`src/rtl/alu_issue_ctrl_if.sv`:
```
// Bundle of request, response and external-ALU signals for alu_issue_ctrl.
// The slave modport is the controller side; the master modport is the environment side.
interface alu_issue_ctrl_if;
  logic       req_valid;
  logic       req_ready;
  logic [7:0] req_a;
  logic [7:0] req_b;
  logic [2:0] req_func;

  logic [7:0] alu_a;
  logic [7:0] alu_b;
  logic [2:0] alu_func;
  logic [7:0] alu_c;

  logic       rsp_valid;
  logic       rsp_ready;
  logic [7:0] rsp_c;
  logic       rsp_err;

  logic [2:0] fifo_count;

  modport slave (
    input  req_valid, req_a, req_b, req_func, rsp_ready, alu_c,
    output req_ready, rsp_valid, rsp_c, rsp_err, alu_a, alu_b, alu_func, fifo_count
  );

  modport master (
    output req_valid, req_a, req_b, req_func, rsp_ready, alu_c,
    input  req_ready, rsp_valid, rsp_c, rsp_err, alu_a, alu_b, alu_func, fifo_count
  );
endinterface

```
`src/rtl/alu_issue_ctrl.sv`:
```
// Queues ALU requests in a small FIFO, issues one at a time to an external
// combinational ALU and holds each result until the consumer takes it.
module alu_issue_ctrl #(
  parameter int DEPTH = 4
) (
  input logic            clk,
  input logic            rst_n,
  alu_issue_ctrl_if.slave bus
);
  localparam int PW = $clog2(DEPTH);

  typedef struct packed {
    logic [7:0] a;
    logic [7:0] b;
    logic [2:0] func;
  } op_t;

  typedef enum logic [1:0] {IDLE, ISSUE, RESP} state_t;

  op_t          mem [DEPTH];
  logic [PW-1:0] wr_ptr, rd_ptr;
  logic [2:0]   count;
  op_t          opr;
  logic [7:0]   rsp_c_q;
  logic         rsp_err_q;
  state_t       state, nstate;
  logic         push, pop;

  assign bus.req_ready  = (count < 3'(DEPTH));
  assign push           = bus.req_valid && bus.req_ready;
  assign bus.alu_a      = opr.a;
  assign bus.alu_b      = opr.b;
  assign bus.alu_func   = opr.func;
  assign bus.rsp_valid  = (state == RESP);
  assign bus.rsp_c      = rsp_c_q;
  assign bus.rsp_err    = rsp_err_q;
  assign bus.fifo_count = count;

  // Pops only look at entries already stored; a same-edge push is never bypassed.
  always_comb begin
    nstate = state;
    pop    = 1'b0;
    case (state)
      IDLE: if (count != 3'd0) begin
        pop    = 1'b1;
        nstate = ISSUE;
      end
      ISSUE: nstate = RESP;
      RESP: if (bus.rsp_ready) begin
        if (count != 3'd0) begin
          pop    = 1'b1;
          nstate = ISSUE;
        end else begin
          nstate = IDLE;
        end
      end
      default: nstate = IDLE;
    endcase
  end

  always_ff @(posedge clk) begin
    if (!rst_n) state <= IDLE;
    else        state <= nstate;
  end

  always_ff @(posedge clk) begin
    if (push) mem[wr_ptr] <= '{a: bus.req_a, b: bus.req_b, func: bus.req_func};
  end

  always_ff @(posedge clk) begin
    if (!rst_n) begin
      wr_ptr <= '0;
      rd_ptr <= '0;
      count  <= '0;
    end else begin
      if (push) wr_ptr <= wr_ptr + PW'(1);
      if (pop)  rd_ptr <= rd_ptr + PW'(1);
      case ({push, pop})
        2'b10:   count <= count + 3'd1;
        2'b01:   count <= count - 3'd1;
        default: count <= count;
      endcase
    end
  end

  always_ff @(posedge clk) begin
    if (!rst_n) begin
      opr       <= '0;
      rsp_c_q   <= '0;
      rsp_err_q <= 1'b0;
    end else begin
      if (pop) opr <= mem[rd_ptr];
      if (state == ISSUE) begin
        rsp_c_q   <= bus.alu_c;
        rsp_err_q <= (opr.func == 3'b111);
      end
    end
  end
endmodule

```
`src/flat_wrapper.sv`:
```
// flat-port wrapper written by rule: the top's interface ports become plain ports
module alu_issue_ctrl_flat 
#(
  parameter int DEPTH = 4
)
  (clk, rst_n, bus_req_valid, bus_req_a, bus_req_b, bus_req_func, bus_rsp_ready, bus_alu_c, bus_req_ready, bus_rsp_valid, bus_rsp_c, bus_rsp_err, bus_alu_a, bus_alu_b, bus_alu_func, bus_fifo_count);
  alu_issue_ctrl_if bus_i ();
  input logic clk;
  input logic rst_n;
  input wire logic [$bits(bus_i.req_valid)-1:0] bus_req_valid;
  input wire logic [$bits(bus_i.req_a)-1:0] bus_req_a;
  input wire logic [$bits(bus_i.req_b)-1:0] bus_req_b;
  input wire logic [$bits(bus_i.req_func)-1:0] bus_req_func;
  input wire logic [$bits(bus_i.rsp_ready)-1:0] bus_rsp_ready;
  input wire logic [$bits(bus_i.alu_c)-1:0] bus_alu_c;
  output wire logic [$bits(bus_i.req_ready)-1:0] bus_req_ready;
  output wire logic [$bits(bus_i.rsp_valid)-1:0] bus_rsp_valid;
  output wire logic [$bits(bus_i.rsp_c)-1:0] bus_rsp_c;
  output wire logic [$bits(bus_i.rsp_err)-1:0] bus_rsp_err;
  output wire logic [$bits(bus_i.alu_a)-1:0] bus_alu_a;
  output wire logic [$bits(bus_i.alu_b)-1:0] bus_alu_b;
  output wire logic [$bits(bus_i.alu_func)-1:0] bus_alu_func;
  output wire logic [$bits(bus_i.fifo_count)-1:0] bus_fifo_count;
  assign bus_i.req_valid = bus_req_valid;
  assign bus_i.req_a = bus_req_a;
  assign bus_i.req_b = bus_req_b;
  assign bus_i.req_func = bus_req_func;
  assign bus_i.rsp_ready = bus_rsp_ready;
  assign bus_i.alu_c = bus_alu_c;
  assign bus_req_ready = bus_i.req_ready;
  assign bus_rsp_valid = bus_i.rsp_valid;
  assign bus_rsp_c = bus_i.rsp_c;
  assign bus_rsp_err = bus_i.rsp_err;
  assign bus_alu_a = bus_i.alu_a;
  assign bus_alu_b = bus_i.alu_b;
  assign bus_alu_func = bus_i.alu_func;
  assign bus_fifo_count = bus_i.fifo_count;
  alu_issue_ctrl #(.DEPTH(DEPTH)) u_core (.clk(clk), .rst_n(rst_n), .bus(bus_i));
endmodule
```
`config.mk`:
```
export PLATFORM = sky130hd
export DESIGN_NAME = alu_issue_ctrl_flat
export DESIGN_NICKNAME = d
export VERILOG_FILES = /design/src/rtl/alu_issue_ctrl_if.sv /design/src/rtl/alu_issue_ctrl.sv /design/src/flat_wrapper.sv
export SDC_FILE = /design/constraint.sdc
export NUM_CORES = 1
export LEC_CHECK = 0
export ABC_AREA = 1
export BUFFER_PORTS_ARGS = -buffer_cell sky130_fd_sc_hd__buf_2
export CAP_MARGIN = 40
export CORE_UTILIZATION = 55
export DETAILED_ROUTE_END_ITERATION = 8
export PLACE_DENSITY = 0.77
export SYNTH_ARGS = -nofsm -noshare
export SYNTH_HDL_FRONTEND = slang
export SYNTH_SLANG_ARGS = --single-unit
```
`constraint.sdc`:
```
create_clock -name clk -period 4.95 [get_ports clk]
set_input_delay 0.2475 -clock clk [delete_from_list [all_inputs] [get_ports clk]]
set_output_delay 0.2475 -clock clk [all_outputs]
set_load 0.02 [all_outputs]
```
== After elaboration in Yosys (flattened, before gate mapping) ==
Memory sizes are Yosys's and may differ from the RTL's. A register that Yosys moved wholly into a read port is not among the register bits.
Cells that the tools add are included.

* RAM bits: 76
* Register bits: 18
* ROM bits: 0
* Memories kept: 1
* Output and inout port bits: 33
* Bits in latches: 0

* Div/mod/pow operators: 0
* Add/sub/neg operators: 4
* Order comparisons: 1
* Reductions and logical operators: 6
* Bitwise logic cells: 0
* Multiply operators: 0
* Eq/ne operators: 7
* Muxes and demuxes: 10
* Shift operators: 0

{| class="wikitable"
|+ Memory list
! memory !! depth !! bits a word !! read ports !! clocked after Yosys merged registers in !! write ports !! RTL line !! RTL
|-
| u_core.mem || 4 || 19 || 1 || 1 || 1 || alu_issue_ctrl.sv:20 || <nowiki>op_t mem [DEPTH];</nowiki>
|}

{| class="wikitable"
|+ Operator list
! cell !! number
|-
| 2-bit one-hot mux with 3 select lines || 1
|-
| 3-bit one-hot mux with 2 select lines || 1
|-
| 1-bit two-way mux || 5
|-
| 2-bit by 1-bit adder with 2-bit output, second input constant || 2
|-
| 2-bit by 1-bit equality test with 1-bit output, second input constant || 2
|-
| 2-bit equality test, second input constant || 2
|-
| 2-bit two-way mux || 2
|-
| 3-bit by 1-bit adder with 3-bit output, second input constant || 1
|-
| 3-bit equality test, second input constant || 1
|-
| 3-bit less-than comparator, second input constant || 1
|-
| 3-bit nonzero test || 1
|-
| 3-bit by 1-bit subtractor with 3-bit output, second input constant || 1
|-
| 2-bit logical NOT || 1
|-
| 2-bit by 1-bit != test with 1-bit output, second input constant || 1
|-
| 2-bit != test, second input constant || 1
|-
| 1-bit one-hot mux with 2 select lines || 1
|-
| 2-bit AND reduction || 1
|-
| 2-bit nonzero test || 1
|-
| 1-bit logical AND || 1
|-
| 1-bit logical NOT || 1
|}

== Depth between registers and ports, before layout ==
* Word-level depth: 6
* Mapped depth: 13
* Gate-level depth less buffers: 13

== Least setup slack after synthesis ==
Ideal clock, no wire load.

* Path type: reg2reg
* From: register u_core.count[2] (netlist: u_core.bus.fifo_count[2])
* To: memory u_core.mem[0][0] (netlist name) (enable)
* Setup slack: 2.901 ns
* Arrival: 1.655 ns
* Setup time: 0.395 ns
* Stages on the path, launching flop included: 4
* Period minus slack after synthesis: 2.049 ns
* Data required time: 4.555 ns
* Cells stage by stage: dfxtp_1 > inv_1 > nand2_1 > nor2_1

* Longest elaborated chain between the ends: 4

{| class="wikitable"
|+ Ends and longest elaborated chain
! item !! RTL line !! RTL
|-
| start: declaration || alu_issue_ctrl.sv:22 || <nowiki>logic [2:0] count;</nowiki>
|-
| start signal: assignment || alu_issue_ctrl.sv:79 || <nowiki>2'b10: count <= count + 3'd1;</nowiki>
|-
| start signal: assignment || alu_issue_ctrl.sv:80 || <nowiki>2'b01: count <= count - 3'd1;</nowiki>
|-
| start signal: assignment || alu_issue_ctrl.sv:81 || <nowiki>default: count <= count;</nowiki>
|-
| 3-bit less-than comparator || alu_issue_ctrl.sv:29 || <nowiki>assign bus.req_ready = (count < 3'(DEPTH));</nowiki>
|-
| via bus_req_ready || flat_wrapper.sv:16 || <nowiki>output wire logic [$bits(bus_i.req_ready)-1:0] bus_req_ready;</nowiki>
|-
| 1-bit logical AND || alu_issue_ctrl.sv:30 || <nowiki>assign push = bus.req_valid && bus.req_ready;</nowiki>
|-
| 1-bit two-way mux || alu_issue_ctrl.sv:67 || <nowiki>if (push) mem[wr_ptr] <= '{a: bus.req_a, b: bus.req_b, func: bus.req_func};</nowiki>
|-
| 1-bit two-way mux (implied by the code) || alu_issue_ctrl.sv:67 ||
|-
| end: declaration || alu_issue_ctrl.sv:20 ||
|}

The timed path passes the listed nets, and every way through them passes these cells.

== Worst setup path in the final report ==
* From: register u_core.count[0] (netlist: u_core.bus.fifo_count[0])
* To: register u_core.count[2] (netlist: u_core.bus.fifo_count[2])

* Longest elaborated chain between the ends: 6

{| class="wikitable"
|+ Ends and longest elaborated chain
! item !! RTL line !! RTL
|-
| 3-bit nonzero test (*) || alu_issue_ctrl.sv:44, alu_issue_ctrl.sv:50 ||
|-
| 1-bit two-way mux (*) || alu_issue_ctrl.sv:44, alu_issue_ctrl.sv:50 ||
|-
| 1-bit two-way mux || alu_issue_ctrl.sv:49 || <nowiki>RESP: if (bus.rsp_ready) begin</nowiki>
|-
| 1-bit one-hot mux with 2 select lines (*) || alu_issue_ctrl.sv:43 || <nowiki>case (state)</nowiki>
|-
| via u_core.pop || alu_issue_ctrl.sv:27 || <nowiki>logic push, pop;</nowiki>
|-
| 2-bit by 1-bit equality test with 1-bit output or 2-bit equality test (tied branches) || alu_issue_ctrl.sv:78 || <nowiki>case ({push, pop})</nowiki>
|-
| 3-bit one-hot mux with 2 select lines or 2-bit nonzero test (tied branches) || - ||
|}

The timed path passes the listed nets; every way through them passes the cells marked *.
A chain may end at the register's enable or synchronous reset.

==> results.ini <==
[cells_and_area]
finalInstanceArea_um2=5960
layout-area-overhead-vs-synth_pct=24.6
fillers=578
layout-drive-gt1-share=0.163
final_util=0.718
diodes=0
num-nets-final=655
layout.cells.non_filler=736

[timing]
fmax_ghz=0.421
tightest_slew_ps=791
slew_headroom=0.472
period_minus_slack_ps=2380
fin_ws_ps=2570
finClkSkew_ps=7.52
post-route-period-util=0.480
whs_ps=19.6
maxSlewViolCount=0
rsz0062_at_grt=false
finalHoldViolations=0
finalSetupTns_ps=0
finalSetupViolations=0

[worst_setup_path]
cp-end-kind=flop
cp_max_fo=41
r2r_cells=13
reg2reg_from=u_core.bus.fifo_count[0]$_SDFFE_PN0P_
arrival_ps=2770
r2r_slack_ps=2570
rr_endpoint=u_core.bus.fifo_count[2]$_SDFFE_PN0P_
path_class=flop to flop
worstSetupStartpointType=flop
crit_required_ps=5350

[detailed_routing]
drc=0
drt_wl_total_um=9670
drt-pass1-iter-count=5
drt_iter0_drc=206
viasPerCell=4.90
wl_per_cell_um=13.1
vias=3609
drtAntennaViolNets=0

[cts]
cts-root-buf=clkbuf_8
cts_buffers=17
cts_tree=built
clkSlewWorstSetupHoldPaths_ps=60
clock_latency_ps=500
cts_setup_buffers=0
clock-sinks=113
cts_max_path_buffers=2
h-tree-depth=4

[synthesis]
syn-instance-count=527
synth_top_area_cell=edfxtp_1
avgSynthCellArea_um2=9.07
synthTopCellsByCount=144 x nand2_1, 112 x inv_1, 76 x edfxtp_1
synth_top_area_share=0.477
ys_warn_count=0
synth_ff_type=edfxtp_1
ys_seq_area_frac=0.632
syn-cell-area_um2=4780
syn-num-nets=564
synthTopCellsByArea=edfxtp_1 48%, dfxtp_1 15%, nand2_1 11%
synth_edf_count=76
ys_ff_latch=113
post-synth-top-count-cell=nand2_1
async_flop_share=0
ys_types=20

[global_routing]
grt.total_usage=0.234
grt-ovfl-total=0
grt_max_degree=42
antenna_found_initial=0
grt_pass1_vias=3420
grt_pass1_wl_um=15400

[hold_path]
min-delay-start=bus_alu_c[4]
hold_depth=3
whs_endpoint=u_core.bus.rsp_c[4]$_SDFFE_PN0N_
hold_class=input port to flop

[die]
placeableCoreArea_um2=8300
die_h_um=95.2
die_w_um=95.2
rows=33
start_util=0.576
dieArea_um2=9070
io_pins=64

[run]
maxCapViolCount=0

[place]
port-buffer-count=63
routabilityCongestion=0.759
dp.cells=681
place_hpwl_um=5450
place_worst_setup_slack_ps=2610
post_dp_cell_area_um2=5160

[run_status]
status=finished clean

[power_and_ir_drop]
power.leakage_nw=2.89
ir_worst_vdd_uv=265
power_mw=3.46
power_density_nw_per_um2=581

-- metal layers --
layer  up-vias  share of wire  GRT usage
met1      1653           0.41      0.262
met2       140           0.50      0.404
met4         0          0.019     0.0997
met5         -              0          0
li1       1794              -          -
met3        22          0.062     0.0797
-- critical path: stages, from the launching register on --
cell and delay, ps:
dfxtp_1 370, inv_1 90, nand3_1 130, nand2_2 470, inv_1 230, ha_1 190, inv_1 70, fa_1 380
inv_1 60, nand2_1 50, nand3_1 90, nand2_1 60, nand2_1 50, nor2_1 40
-- kinds of logic after synthesis --
group,count (synthesis),share of synthesized area
DFF,113,0.632
buffers and inverters,135,0.117
adders and majority gates,6,0.0173
and+or+nand+nor,252,0.210
AOI/OAI and AO/OA,21,0.0241
-- power by group --
| group | switching (mW) | internal (mW) | leakage [nW] |
|---|---|---|---|
| logic | 0.720 | 0.328 | 1.61 |
| registers | 0.0809 | 1.18 | 1.00 |
| clock network | 0.394 | 0.758 | 0.272 |
-- cell usage in the layout, fill, tap and decap left out, drive strengths merged --
| master | instances |
|---|---|
| nand2 | 145 |
| dlygate4sd3 | 23 |
| buf | 70 |
| dfxtp | 37 |
| o21ai | 13 |
| ha | 5 |
| clkbuf | 20 |
| clkinvlp | 3 |
| a21oi | 7 |
| clkinv | 6 |
| bufinv | 3 |
| inv | 114 |
| nand3 | 43 |
| a211oi | 1 |
| edfxtp | 76 |
| nor2 | 64 |
| fa | 1 |
-- cell type report --
type                    count  area (µm²)  share of cell area
flip-flops and latches    113        3020               0.507
multi-input cells         279        1200               0.201
repair buffers             93         606               0.102
inverters                 114         430              0.0723
clock buffers              20         425              0.0714
clock inverters            12         141              0.0237
well taps                 105         131              0.0221
-- how the worst max path moves through the flow --
stage,endpoint,cells past startpoint,from
final,u_core.bus.fifo_count[2]$_SDFFE_PN0P_,13,u_core.bus.fifo_count[0]$_SDFFE_PN0P_
after global routing,u_core.bus.fifo_count[2]$_SDFFE_PN0P_,12,u_core.bus.fifo_count[0]$_SDFFE_PN0P_
after CTS,u_core.bus.fifo_count[2]$_SDFFE_PN0P_,13,u_core.bus.fifo_count[0]$_SDFFE_PN0P_
after detailed placement,u_core.bus.fifo_count[2]$_SDFFE_PN0P_,14,bus_rsp_ready
after global placement,u_core.bus.fifo_count[2]$_SDFFE_PN0P_,14,bus_rsp_ready
after floorplan,u_core.mem[0][0]$_DFFE_PP_,3,u_core.bus.fifo_count[2]$_SDFFE_PN0P_
-- sequential cells by signal (all words and copies together) (netlist names) --
| signal | cells |
|---|---|
| u_core.bus.alu_a | 8 |
| u_core.bus.alu_b | 8 |
| u_core.bus.alu_func | 3 |
| u_core.bus.fifo_count | 3 |
| u_core.bus.rsp_c | 8 |
| u_core.bus.rsp_err | 1 |
| u_core.mem | 76 |
| u_core.rd_ptr | 2 |
| u_core.state | 2 |
| u_core.wr_ptr | 2 |
-- repair_timing --
action / 4_1_cts / 5_1_grt
gates resized for setup: 0 / 0
hold buffers: 23 / 0
endpoints found under the hold margin: 80 / 0
(Power assumes the default switching activity.)
